**src/rtl/wb_pkg.sv**
```systemverilog
// Shared types for the register-file writeback controller.
package wb_pkg;

  localparam int unsigned XLEN_C = 32;
  localparam int unsigned NREG_C = 32;

  typedef struct packed {
    logic [4:0]        rd;
    logic [XLEN_C-1:0] data;
  } wb_req_t;

  typedef enum logic {
    SRC_ALU = 1'b0,
    SRC_LSU = 1'b1
  } wb_src_e;

  function automatic logic [NREG_C-1:0] rd_onehot(input logic [4:0] rd);
    rd_onehot     = '0;
    rd_onehot[rd] = 1'b1;
  endfunction

endpackage

```
**src/rtl/wb_fifo.sv**
```systemverilog
// Per-source writeback FIFO; exposes per-entry valid/rd so the top can build
// the pending-destination mask.
module wb_fifo
  import wb_pkg::*;
#(
  parameter int unsigned DEPTH = 2
) (
  input  logic                  clk,
  input  logic                  rst_n,
  input  logic                  push,
  input  wb_req_t               din,
  output logic                  full,
  input  logic                  pop,
  output logic                  empty,
  output wb_req_t               head,
  output logic [DEPTH-1:0]      ent_valid,
  output logic [DEPTH-1:0][4:0] ent_rd
);

  localparam int unsigned AW = $clog2(DEPTH);
  localparam logic [AW:0] FULL_CNT = (AW+1)'(DEPTH);

  wb_req_t          mem [DEPTH];
  logic [AW-1:0]    wptr;
  logic [AW-1:0]    rptr;
  logic [AW:0]      count;
  logic [DEPTH-1:0] vld;

  always_ff @(posedge clk) begin
    if (push) begin
      mem[wptr] <= din;
    end
  end

  // push and pop never hit the same slot: pop implies non-empty, push implies non-full
  always_ff @(posedge clk) begin
    if (!rst_n) begin
      wptr  <= '0;
      rptr  <= '0;
      count <= '0;
      vld   <= '0;
    end else begin
      if (push) begin
        vld[wptr] <= 1'b1;
        wptr      <= wptr + 1'b1;
      end
      if (pop) begin
        vld[rptr] <= 1'b0;
        rptr      <= rptr + 1'b1;
      end
      case ({push, pop})
        2'b10:   count <= count + 1'b1;
        2'b01:   count <= count - 1'b1;
        default: count <= count;
      endcase
    end
  end

  assign full      = (count == FULL_CNT);
  assign empty     = (count == '0);
  assign head      = mem[rptr];
  assign ent_valid = vld;

  always_comb begin
    ent_rd = '0;
    for (int unsigned i = 0; i < DEPTH; i++) begin
      ent_rd[i] = mem[i].rd;
    end
  end

endmodule

```
**src/rtl/regfile_wb_ctrl.sv**
```systemverilog
// Register-file write-side controller: two buffered writeback sources,
// round-robin arbitration, registered write port and pending-destination mask.
// Optional feature: WB_BYPASS_EN (empty-FIFO live input may go straight to the write port).
module regfile_wb_ctrl
  import wb_pkg::*;
#(
  parameter int unsigned XLEN  = 32,
  parameter int unsigned DEPTH = 2
) (
  input  logic            clk,
  input  logic            rst_n,
  input  logic            alu_valid,
  output logic            alu_ready,
  input  logic [4:0]      alu_rd,
  input  logic [XLEN-1:0] alu_data,
  input  logic            lsu_valid,
  output logic            lsu_ready,
  input  logic [4:0]      lsu_rd,
  input  logic [XLEN-1:0] lsu_data,
  output logic            rf_write,
  output logic [4:0]      rf_write_reg,
  output logic [XLEN-1:0] rf_write_data,
  output logic [31:0]     pending_mask
);

  wb_req_t alu_req, lsu_req;
  wb_req_t alu_head, lsu_head;
  wb_req_t alu_cur, lsu_cur, sel;

  logic alu_full, alu_empty, alu_push, alu_pop, alu_cand;
  logic lsu_full, lsu_empty, lsu_push, lsu_pop, lsu_cand;
  logic gnt_alu, gnt_lsu;

  logic [DEPTH-1:0]      alu_ev, lsu_ev;
  logic [DEPTH-1:0][4:0] alu_er, lsu_er;

  wb_src_e last_grant;

  assign alu_req = '{rd: alu_rd, data: alu_data};
  assign lsu_req = '{rd: lsu_rd, data: lsu_data};

  assign alu_ready = rst_n && !alu_full;
  assign lsu_ready = rst_n && !lsu_full;

  wb_fifo #(.DEPTH(DEPTH)) u_alu_fifo (
    .clk       (clk),
    .rst_n     (rst_n),
    .push      (alu_push),
    .din       (alu_req),
    .full      (alu_full),
    .pop       (alu_pop),
    .empty     (alu_empty),
    .head      (alu_head),
    .ent_valid (alu_ev),
    .ent_rd    (alu_er)
  );

  wb_fifo #(.DEPTH(DEPTH)) u_lsu_fifo (
    .clk       (clk),
    .rst_n     (rst_n),
    .push      (lsu_push),
    .din       (lsu_req),
    .full      (lsu_full),
    .pop       (lsu_pop),
    .empty     (lsu_empty),
    .head      (lsu_head),
    .ent_valid (lsu_ev),
    .ent_rd    (lsu_er)
  );

`ifdef WB_BYPASS_EN
  // An empty FIFO offers its live input; if granted it skips the FIFO entirely.
  assign alu_cand = !alu_empty || alu_valid;
  assign lsu_cand = !lsu_empty || lsu_valid;
  assign alu_cur  = alu_empty ? alu_req : alu_head;
  assign lsu_cur  = lsu_empty ? lsu_req : lsu_head;
  assign alu_push = alu_valid && alu_ready && !(gnt_alu && alu_empty);
  assign lsu_push = lsu_valid && lsu_ready && !(gnt_lsu && lsu_empty);
  assign alu_pop  = gnt_alu && !alu_empty;
  assign lsu_pop  = gnt_lsu && !lsu_empty;
`else
  assign alu_cand = !alu_empty;
  assign lsu_cand = !lsu_empty;
  assign alu_cur  = alu_head;
  assign lsu_cur  = lsu_head;
  assign alu_push = alu_valid && alu_ready;
  assign lsu_push = lsu_valid && lsu_ready;
  assign alu_pop  = gnt_alu;
  assign lsu_pop  = gnt_lsu;
`endif

  assign gnt_alu = alu_cand && (!lsu_cand || (last_grant == SRC_LSU));
  assign gnt_lsu = lsu_cand && !gnt_alu;
  assign sel     = gnt_alu ? alu_cur : lsu_cur;

  always_ff @(posedge clk) begin
    if (!rst_n) begin
      rf_write      <= 1'b0;
      rf_write_reg  <= '0;
      rf_write_data <= '0;
      last_grant    <= SRC_LSU;
    end else if (gnt_alu || gnt_lsu) begin
      rf_write      <= (sel.rd != 5'd0);
      rf_write_reg  <= sel.rd;
      rf_write_data <= sel.data;
      last_grant    <= gnt_alu ? SRC_ALU : SRC_LSU;
    end else begin
      rf_write      <= 1'b0;
    end
  end

  always_comb begin
    pending_mask = '0;
    for (int unsigned i = 0; i < DEPTH; i++) begin
      if (alu_ev[i]) pending_mask = pending_mask | rd_onehot(alu_er[i]);
      if (lsu_ev[i]) pending_mask = pending_mask | rd_onehot(lsu_er[i]);
    end
    if (rf_write) pending_mask = pending_mask | rd_onehot(rf_write_reg);
    pending_mask[0] = 1'b0;
  end

endmodule

```
**config.mk**
```make
export PLATFORM = sky130hd
export DESIGN_NAME = regfile_wb_ctrl
export DESIGN_NICKNAME = d
export VERILOG_FILES = /design/src/rtl/wb_pkg.sv /design/src/rtl/wb_fifo.sv /design/src/rtl/regfile_wb_ctrl.sv
export SDC_FILE = /design/constraint.sdc
export NUM_CORES = 1
export LEC_CHECK = 0
export ABC_AREA = 1
export CELL_PAD_IN_SITES_DETAIL_PLACEMENT = 0
export CELL_PAD_IN_SITES_GLOBAL_PLACEMENT = 1
export CORE_ASPECT_RATIO = 1.75
export CORE_MARGIN = 8
export CORE_UTILIZATION = 41
export CTS_CLUSTER_DIAMETER = 200
export DETAILED_ROUTE_END_ITERATION = 16
export GPL_TIMING_DRIVEN = 0
export PLACE_DENSITY_LB_ADDON = 0.12
export RECOVER_POWER = 25
export SYNTH_ARGS = -nofsm -noshare
export SYNTH_HDL_FRONTEND = slang
export SYNTH_SLANG_ARGS = --single-unit
```
**constraint.sdc**
```tcl
create_clock -name clk -period 3.2 [get_ports clk]
set_input_delay 0.64 -clock clk [delete_from_list [all_inputs] [get_ports clk]]
set_output_delay 0.64 -clock clk [all_outputs]
set_load 0.02 [all_outputs]
```
# Word level (Yosys, flattened, before mapping)
# Memory sizes are Yosys's and may differ from the RTL's. A register that Yosys moved wholly into a read port is not among the register bits.
# Cells that the tools add are included.
[word_totals]
reg_bits = 51
n_memories = 2
word_cells = 125
output_inout_bits = 72
ram_bits = 148
[op_classes]
muxes = 41
reduce_logical = 28
n_eq_ne = 6
n_addsub = 8
n_lt_le_gt_ge = 18
bitwise = 10
[memory_table]
columns = ["memory", "depth", "width", "rd", "rd_ports_with_merged_regs", "write_ports", "line", "text"]
rows = [
  ["u_alu_fifo.mem", 2, 37, 3, 1, 1, "wb_fifo.sv:23", "wb_req_t mem [DEPTH];"],
  ["u_lsu_fifo.mem", 2, 37, 3, 1, 1, "wb_fifo.sv:23", ""],
]
[op_table]
columns = ["op", "count"]
rows = [
  ["32-bit two-way mux", 5],
  ["32-bit OR", 4],
  ["37-bit two-way mux", 1],
  ["5-bit by 6-bit less-than comparator with 1-bit output (second input constant)", 5],
  ["1-bit demux with 5-bit select", 5],
  ["5-bit by 1-bit >= comparator with 1-bit output (second input constant)", 5],
  ["1-bit two-way mux", 18],
  ["1-bit logical AND", 15],
  ["2-bit two-way mux", 6],
  ["2-bit equality test (second input constant)", 4],
  ["1-bit by 2-bit less-than comparator with 1-bit output (second input constant)", 4],
  ["2-bit case mux with 2 select lines", 2],
  ["1-bit logical NOT", 5],
  ["5-bit nonzero test", 1],
  ["1-bit adder (second input constant)", 4],
  ["2-bit by 1-bit adder with 2-bit output (second input constant)", 2],
  ["2-bit AND", 2],
  ["1-bit demux with 1-bit select", 4],
  ["2-bit by 1-bit equality test with 1-bit output (second input constant)", 2],
  ["1-bit >= comparator (second input constant)", 4],
  ["2-bit logical NOT", 2],
  ["2-bit inverter", 2],
  ["2-bit OR", 2],
  ["2-bit nonzero test", 2],
  ["3 further kinds", 5],
]

# Logic depth before layout (Yosys ltp)
# Gate-level depths: netlist of run 1.
# An unclocked memory read counts as a cell.
[depth]
depth_word = 14
depth_mapped = 11
ltp_nobuf = 10

# By module
# A second synthesis of run 1 with hierarchy kept.
[hier_totals]
cells_unflattened = 825
area_unflattened_um2 = 9436.6
[modules_own_cells]
columns = ["mod", "instances", "area_per_inst_um2", "cells_per_inst"]
rows = [
  ["wb_fifo", 2, 3185.6, 166],
  ["regfile_wb_ctrl", 1, 3065.4, 493],
]

# Worst setup path after synthesis of run 1
# Ideal clock, no wire load.
[synth_path]
kind = "input-to-reg"
from = "input port rst_n"
to = "memory u_alu_fifo.mem[1][0] (netlist bit) (enable)"
slack_ns = 0.033
stages = 4
arrival_time_ns = 2.734
required_ns = 2.767
cell_sequence = "inv_2 a21oi_2 nand2_1 nor2_1"
[synth_via]
elab_chain_len = 4
[synth_rtl]
columns = ["element", "line", "text"]
rows = [
  ["start, declared", "regfile_wb_ctrl.sv:11", "input logic rst_n,"],
  ["1-bit logical AND", "regfile_wb_ctrl.sv:42", "assign alu_ready = rst_n && !alu_full;"],
  ["named net alu_ready", "regfile_wb_ctrl.sv:13", "output logic alu_ready,"],
  ["1-bit logical AND", "regfile_wb_ctrl.sv:86", "assign alu_push = alu_valid && alu_ready;"],
  ["1-bit two-way mux", "wb_fifo.sv:30", "if (push) begin"],
  ["1-bit two-way mux (not written as such)", "wb_fifo.sv:31", "mem[wptr] <= din;"],
  ["end, declared", "wb_fifo.sv:23", ""],
]
# The timed path passes the listed nets, and every way through them passes these cells.

==> flow_metrics.tcl, run 1 <==
set metrics [dict create \
    dp_slack_ps 33.37 \
    drtIter0Drc 462 \
    max-clock-path-buffers 3 \
    ys_seq_area_frac 0.6270 \
    synth_ff_type "edfxtp_1" \
    first_pass_iters 5 \
    violations "negative setup slack" \
    syn_inst 865 \
    yosys.area.top_type "edfxtp_1" \
    cts.root.buffer_cell "clkbuf_16" \
    rsz0062_at_grt "yes" \
    insertedDiodeCount 0 \
    avgSynthCellArea_um2 10.15 \
    final.period_utilization 1.001 \
    crit_path_end_kind "output port" \
    max_cap_violations 0 \
    synth_nets 945 \
    vias 6970 \
    ys_warn_count 0 \
    vias_per_cell 5.317 \
    worstPathArrival_ps 2560 \
    drc 0 \
    grt_pass1_wl_um 40900 \
    die_h_um 209.6 \
    relSlewSlack 0.4591 \
    netlist_area_um2 8781 \
    power_frac_clock 0.244 \
    filler_cell_count 1945 \
    hold_buffers 0 \
    final_hold_viol_count 0 \
    clkLatencyLatePin_ps 500 \
    path_cells "inv_1 > nor3_2 > a21oi_1 > nand2_1 > clkdlybuf4s50_1" \
    gp_congestion 0.9783 \
    synth.distinct_cells 35 \
    finClkSkew_ps 22.94 \
    pwr-share-seq 0.382 \
    largestRegisters "u_alu_fifo.mem (74), u_lsu_fifo.mem (74), rf_write_data (32)" \
    max_freq_mhz 312.2 \
    seq_area_um2 5505 \
    sw_frac_of_total 0.3695 \
    finish.utilization 0.5406 \
    ff2ff_setup_slack_ps 1100 \
    clkTransAtPathRegs_ps 70 \
    async_flop_share 0 \
    area_delta_synth_final_pct 30.72 \
    synth_area_leaders "edfxtp_1 51%, dfxtp_1 12%, nand2_1 6.4%" \
    outcome "finished, violations left" \
    period_needed_ps 3203 \
    cts_tree "yes" \
    cp_max_fo 8 \
    cts_buffers 20 \
    p_per_area_nw_per_um2 797.2 \
    start_util 0.4136 \
    final_antenna_net_count 0 \
    synth_top_area_frac 0.5061 \
    clkSinkCount 201 \
    grt.total_usage 0.2019 \
    dpl.hpwl_um 20760 \
    final_nets 1122 \
    drive_above_1_share 0.08712 \
    worst_ep_required_time_ps 2560 \
    path_class "reg -> out" \
    drv_slew 0 \
    path_buf_inv 2 \
    combPwrFrac 0.373 \
    startpoint_type "register" \
    synth-edff-count 148 \
    wire_per_inst_um 20.71 \
    cpLargestDelayFamily "simple AND/OR/NAND/NOR gates" \
    p_sw_w 0.003381 \
    port_buffers 148 \
    cp_slowest_cell "nor3_2" \
    synth.most_common_cell "nand2_1" \
    routed_wl_um 27150 \
    htree_num_levels 1 \
    min_path_type "reg -> reg" \
    core_area_um2 21230 \
    overflow 0 \
    setup_slack_ps -3.197 \
    ys_ff_latch 201 \
    setup_viol 1 \
    power_leakage_nw 4.427 \
    antenna_found_initial 1 \
    die_area_um2 26540 \
    p_int_w 0.005770 \
    yosys-top-cells-count "150 x nand2_1, 148 x edfxtp_1, 108 x nor2_1" \
    grt_pass1_vias 7096 \
    io_pins 150 \
    die_x_um 126.6 \
    irDropWorstVdd_uv 543.1 \
    tightest_slew_ps 807.0 \
    rows 71 \
    multiInputGateArea_um2 2968 \
    critPathMaxStageDelay_ps 670 \
    grt_max_degree 30 \
]
==> logic make-up (layout without fill, tap and decap cells) <==
logic type | after synthesis | after routing | share of synthesized area
AND/OR/NAND/NOR | 367 | 367 | 0.1758
flip-flops | 201 | 201 | 0.6270
buffers and inverters | 104 | 295 | 0.05044
adder cells (fa/ha/maj) | 2 | 2 | 0.002849
AO/OA/AOI/OAI | 156 | 156 | 0.1050
XOR/XNOR | 2 | 2 | 0.001995
other | 1 | 1 | 0.0004271
multiplexers | 32 | 32 | 0.03648
==> layout by cell type, fill, tap and decap left out, types with 3 or more instances in the layout <==
master	n
inv_1	67
clkbuf_1	12
a21oi_1	61
clkbuf_16	20
nor3_1	21
nand2_1	150
dlygate4sd3_1	52
o22a_1	8
clkinv_2	3
inv_2	7
a22oi_1	9
nor3_2	9
o22ai_1	23
edfxtp_1	148
buf_2	14
nand3_1	62
clkdlybuf4s50_1	85
nand3_2	4
clkinv_1	5
o21ai_1	8
buf_12	3
mux2i_1	32
dfxtp_1	53
buf_4	6
buf_6	3
nor2_4	4
dlymetal6s2s_1	11
o2111ai_1	8
o21ai_0	31
nand3b_1	3
nor3_4	4
nor2_1	104
==> stage by stage <==
stage	setup TNS [ps]	std cells	hold WS, ps	instance area, um2	power, W
after floorplan	0	865	459.7	8781	0.005592
after global placement	-224230	1268	462.3	10580	0.006973
after detailed placement	0	1272	469.7	10700	0.007015
after CTS	-2.700	1308	481.7	11390	0.009270
after global routing	-617.2	1311	498.1	11480	0.009682
final	-3.197	1311	478.0	11480	0.009151
==> cell type report <==
type	instances	share of cell area
inverters	75	0.02453
plain buffers	29	0.01428
well taps	255	0.02780
multi-input cells	560	0.2586
clock inverters	11	0.008066
clock buffers	25	0.04611
repair buffers	155	0.1411
flip-flops and latches	201	0.4796
==> per-layer routing <==
layer / wire length [um] / share of wire / global-route usage
met1: 9760 / 0.36 / 0.2050
met2: 14810 / 0.55 / 0.3794
met3: 1268 / 0.047 / 0.03278
met4: 1310 / 0.048 / 0.1143
met5: 0 / 0 / 0
==> worst paths after layout <==
kind	from	to	cells past startpoint
hold / removal	rf_write_data[7]$_SDFFE_PN0N_	rf_write_data[7]$_SDFFE_PN0N_	2
setup / recovery	u_lsu_fifo.mem[1][32]$_DFFE_PP_	pending_mask[1]	5
setup reg to reg	u_alu_fifo.count[0]$_SDFFE_PN0P_	u_alu_fifo.mem[0][10]$_DFFE_PP_	5
hold reg to reg	rf_write_data[7]$_SDFFE_PN0N_	rf_write_data[7]$_SDFFE_PN0N_	2
==> power by group through the flow <==
stage / Sequential (W) / Clock (W) / Combinational, W
2_1_floorplan: 0.00373 / 0 / 0.00186
3_3_place_gp: 0.00356 / 0 / 0.00342
3_5_place_dp: 0.00354 / 0 / 0.00347
4_1_cts: 0.00350 / 0.00228 / 0.00349
5_1_grt: 0.00355 / 0.00238 / 0.00376
6_report: 0.00350 / 0.00224 / 0.00342
==> tightest hold or removal path: stages (launching register included) <==
cell and delay, ps:
dfxtp_1 310, nand3_1 70, nand2_1 50
==> timing repair <==
item,4_1_cts,5_1_grt
endpoints found under the setup margin,28,22
buffers inserted,0,3
pin swaps,0,3
gates resized for setup,15,19
Note: power is estimated with default switching activity, not from simulation.
==> inputs of run 2 (changes only) <==
--- a/config.mk
+++ b/config.mk
@@ -13,6 +13,7 @@
 export CORE_UTILIZATION = 41
 export CTS_CLUSTER_DIAMETER = 200
 export DETAILED_ROUTE_END_ITERATION = 16
+export DONT_BUFFER_PORTS = 1
 export GPL_TIMING_DRIVEN = 0
 export PLACE_DENSITY_LB_ADDON = 0.12
 export RECOVER_POWER = 25
==> flow_metrics.tcl, run 2 (same netlist as run 1, synthesis figures left out) <==
set metrics [dict create \
    final_nets 972 \
    max_freq_mhz 313.1 \
    multiInputGateArea_um2 2865 \
    path_cells "inv_1 > nor3_1 > nand4_1 > nand3_1" \
    tightest_slew_ps 1400 \
    final.period_utilization 0.9981 \
    start_util 0.4136 \
    max-clock-path-buffers 3 \
    path_class "reg -> out" \
    cpLargestDelayFamily "simple AND/OR/NAND/NOR gates" \
    finalPower_w 0.008897 \
    grt_pass1_vias 6544 \
    ff2ff_setup_slack_ps 990 \
    crit_path_end_kind "output port" \
    clkTransAtPathRegs_ps 60 \
    grt_max_degree 32 \
    relSlewSlack 0.05956 \
    final_hold_viol_count 0 \
    finish.utilization 0.4683 \
    cp_slowest_cell "nor3_1" \
    htree_num_levels 1 \
    core_area_um2 21230 \
    place_area_um2 9215 \
    tns_ps 0 \
    routed_wl_um 27040 \
    cp_max_fo 6 \
    dpl.hpwl_um 20810 \
    max_cap_violations 0 \
    antenna_found_initial 0 \
    cts.root.buffer_cell "clkbuf_16" \
    fin_area_um2 9943 \
    finClkSkew_ps 14.55 \
    min_path_type "in -> reg" \
    filler_cell_count 2012 \
    clkSinkCount 201 \
    worst_ep_required_time_ps 2560 \
    mostFrequentLayoutCells "150 x nand2_1, 148 x edfxtp_1, 105 x nor2_1" \
    die_area_um2 26540 \
    die_x_um 126.6 \
    final_antenna_net_count 0 \
    power_leakage_nw 3.678 \
    seq_area_um2 5505 \
    grt_pass1_wl_um 40230 \
    p_per_area_nw_per_um2 894.8 \
    io_pins 150 \
    wire_per_inst_um 23.29 \
    critPathMaxStageDelay_ps 750 \
    vias_per_cell 5.582 \
    hold_buffers 0 \
    fin_cells 1161 \
    path_buf_inv 1 \
    drtIter0Drc 555 \
    setup_viol 0 \
    irDropWorstVdd_uv 564.8 \
    cts_tree "yes" \
    drv_slew 0 \
    drc 0 \
    gp_congestion 0.9777 \
    period_needed_ps 3194 \
    cts_buffers 20 \
    placed_cells 1125 \
    rsz0062_at_grt "no" \
    postCtsSetupRepairBufs 0 \
    area_delta_synth_final_pct 13.24 \
    die_h_um 209.6 \
    grt.total_usage 0.2015 \
    startpoint_type "register" \
    rows 71 \
    largestRegisters "u_alu_fifo.mem (74), u_lsu_fifo.mem (74), rf_write_data (32)" \
    first_pass_iters 5 \
    final_common_cell "nand2_1" \
    overflow 0 \
    insertedDiodeCount 0 \
    drive_above_1_share 0.08389 \
    port_buffers 0 \
    clkLatencyLatePin_ps 490 \
    outcome "finished clean" \
    worstPathArrival_ps 2550 \
    vias 6481 \
]
[run 2: cell count changes in the layout (fill, tap and decap cells not counted), moves of 2 or more]
cell | previous run | this run
nor3_4 | 4 | 0
buf_4 | 6 | 4
clkinv_1 | 5 | 2
nor3_2 | 9 | 1
nand3_2 | 4 | 1
nand3_1 | 62 | 65
clkdlybuf4s50_1 | 85 | 0
dlygate4sd3_1 | 52 | 0
dlymetal6s2s_1 | 11 | 0
bufinv_16 | 1 | 4
nor3_1 | 21 | 33
[run 2: metrics by stage]
| step | setup slack (ps) | hold slack, ps |
|---|---|---|
| 3_3_place_gp | -1422 | 469.2 |
| 2_1_floorplan | 32.86 | 459.7 |
| 3_5_place_dp | 582.4 | 503.5 |
| 5_1_grt | 2.415 | 213.9 |
| 6_report | 6.195 | 237.4 |
| 4_1_cts | 52.84 | 212.6 |
[run 2: where the power goes]
| group | internal (W) | switching (W) | total, W | leakage (nW) |
|---|---|---|---|---|
| logic | 0.000827 | 0.00175 | 0.00257 | 1.53 |
| clock network | 0.00157 | 0.000951 | 0.00252 | 0.355 |
| registers | 0.00323 | 0.000570 | 0.00380 | 1.79 |
| total | 0.00563 | 0.00327 | 0.00890 | 3.68 |
[run 2: worst paths after layout]
check / depth (start not counted) / startpoint / to
max reg2reg: 5 / u_alu_fifo.count[0]$_SDFFE_PN0P_ / u_alu_fifo.mem[1][21]$_DFFE_PP_
min reg2reg: 2 / u_lsu_fifo.rptr$_SDFFE_PN0P_ / u_lsu_fifo.ent_valid[0]$_SDFF_PN0_
max: 4 / u_alu_fifo.mem[1][34]$_DFFE_PP_ / pending_mask[4]
min: 0 / alu_rd[1] / u_alu_fifo.mem[1][33]$_DFFE_PP_
[run 2: cell type report]
type | count | share of cell area
well taps | 255 | 0.03209
clock buffers | 27 | 0.05713
multi-input cells | 560 | 0.2882
repair buffers | 5 | 0.008808
clock inverters | 9 | 0.01560
inverters | 75 | 0.02831
plain buffers | 29 | 0.01623
flip-flops and latches | 201 | 0.5537
[run 2: per-layer routing]
| metal | global-route usage | part of all wire | vias up |
|---|---|---|---|
| li1 | - | - | 3083 |
| met1 | 0.1969 | 0.34 | 3082 |
| met2 | 0.3789 | 0.53 | 254 |
| met3 | 0.05286 | 0.078 | 62 |
| met4 | 0.1010 | 0.051 | 0 |
| met5 | 0 | 0 | - |
[run 2: repair_timing]
item / 4_1_cts / 5_1_grt
hold endpoints to repair: 0 / 0
resized for setup: 0 / 1
endpoints found under the setup margin: 0 / 1
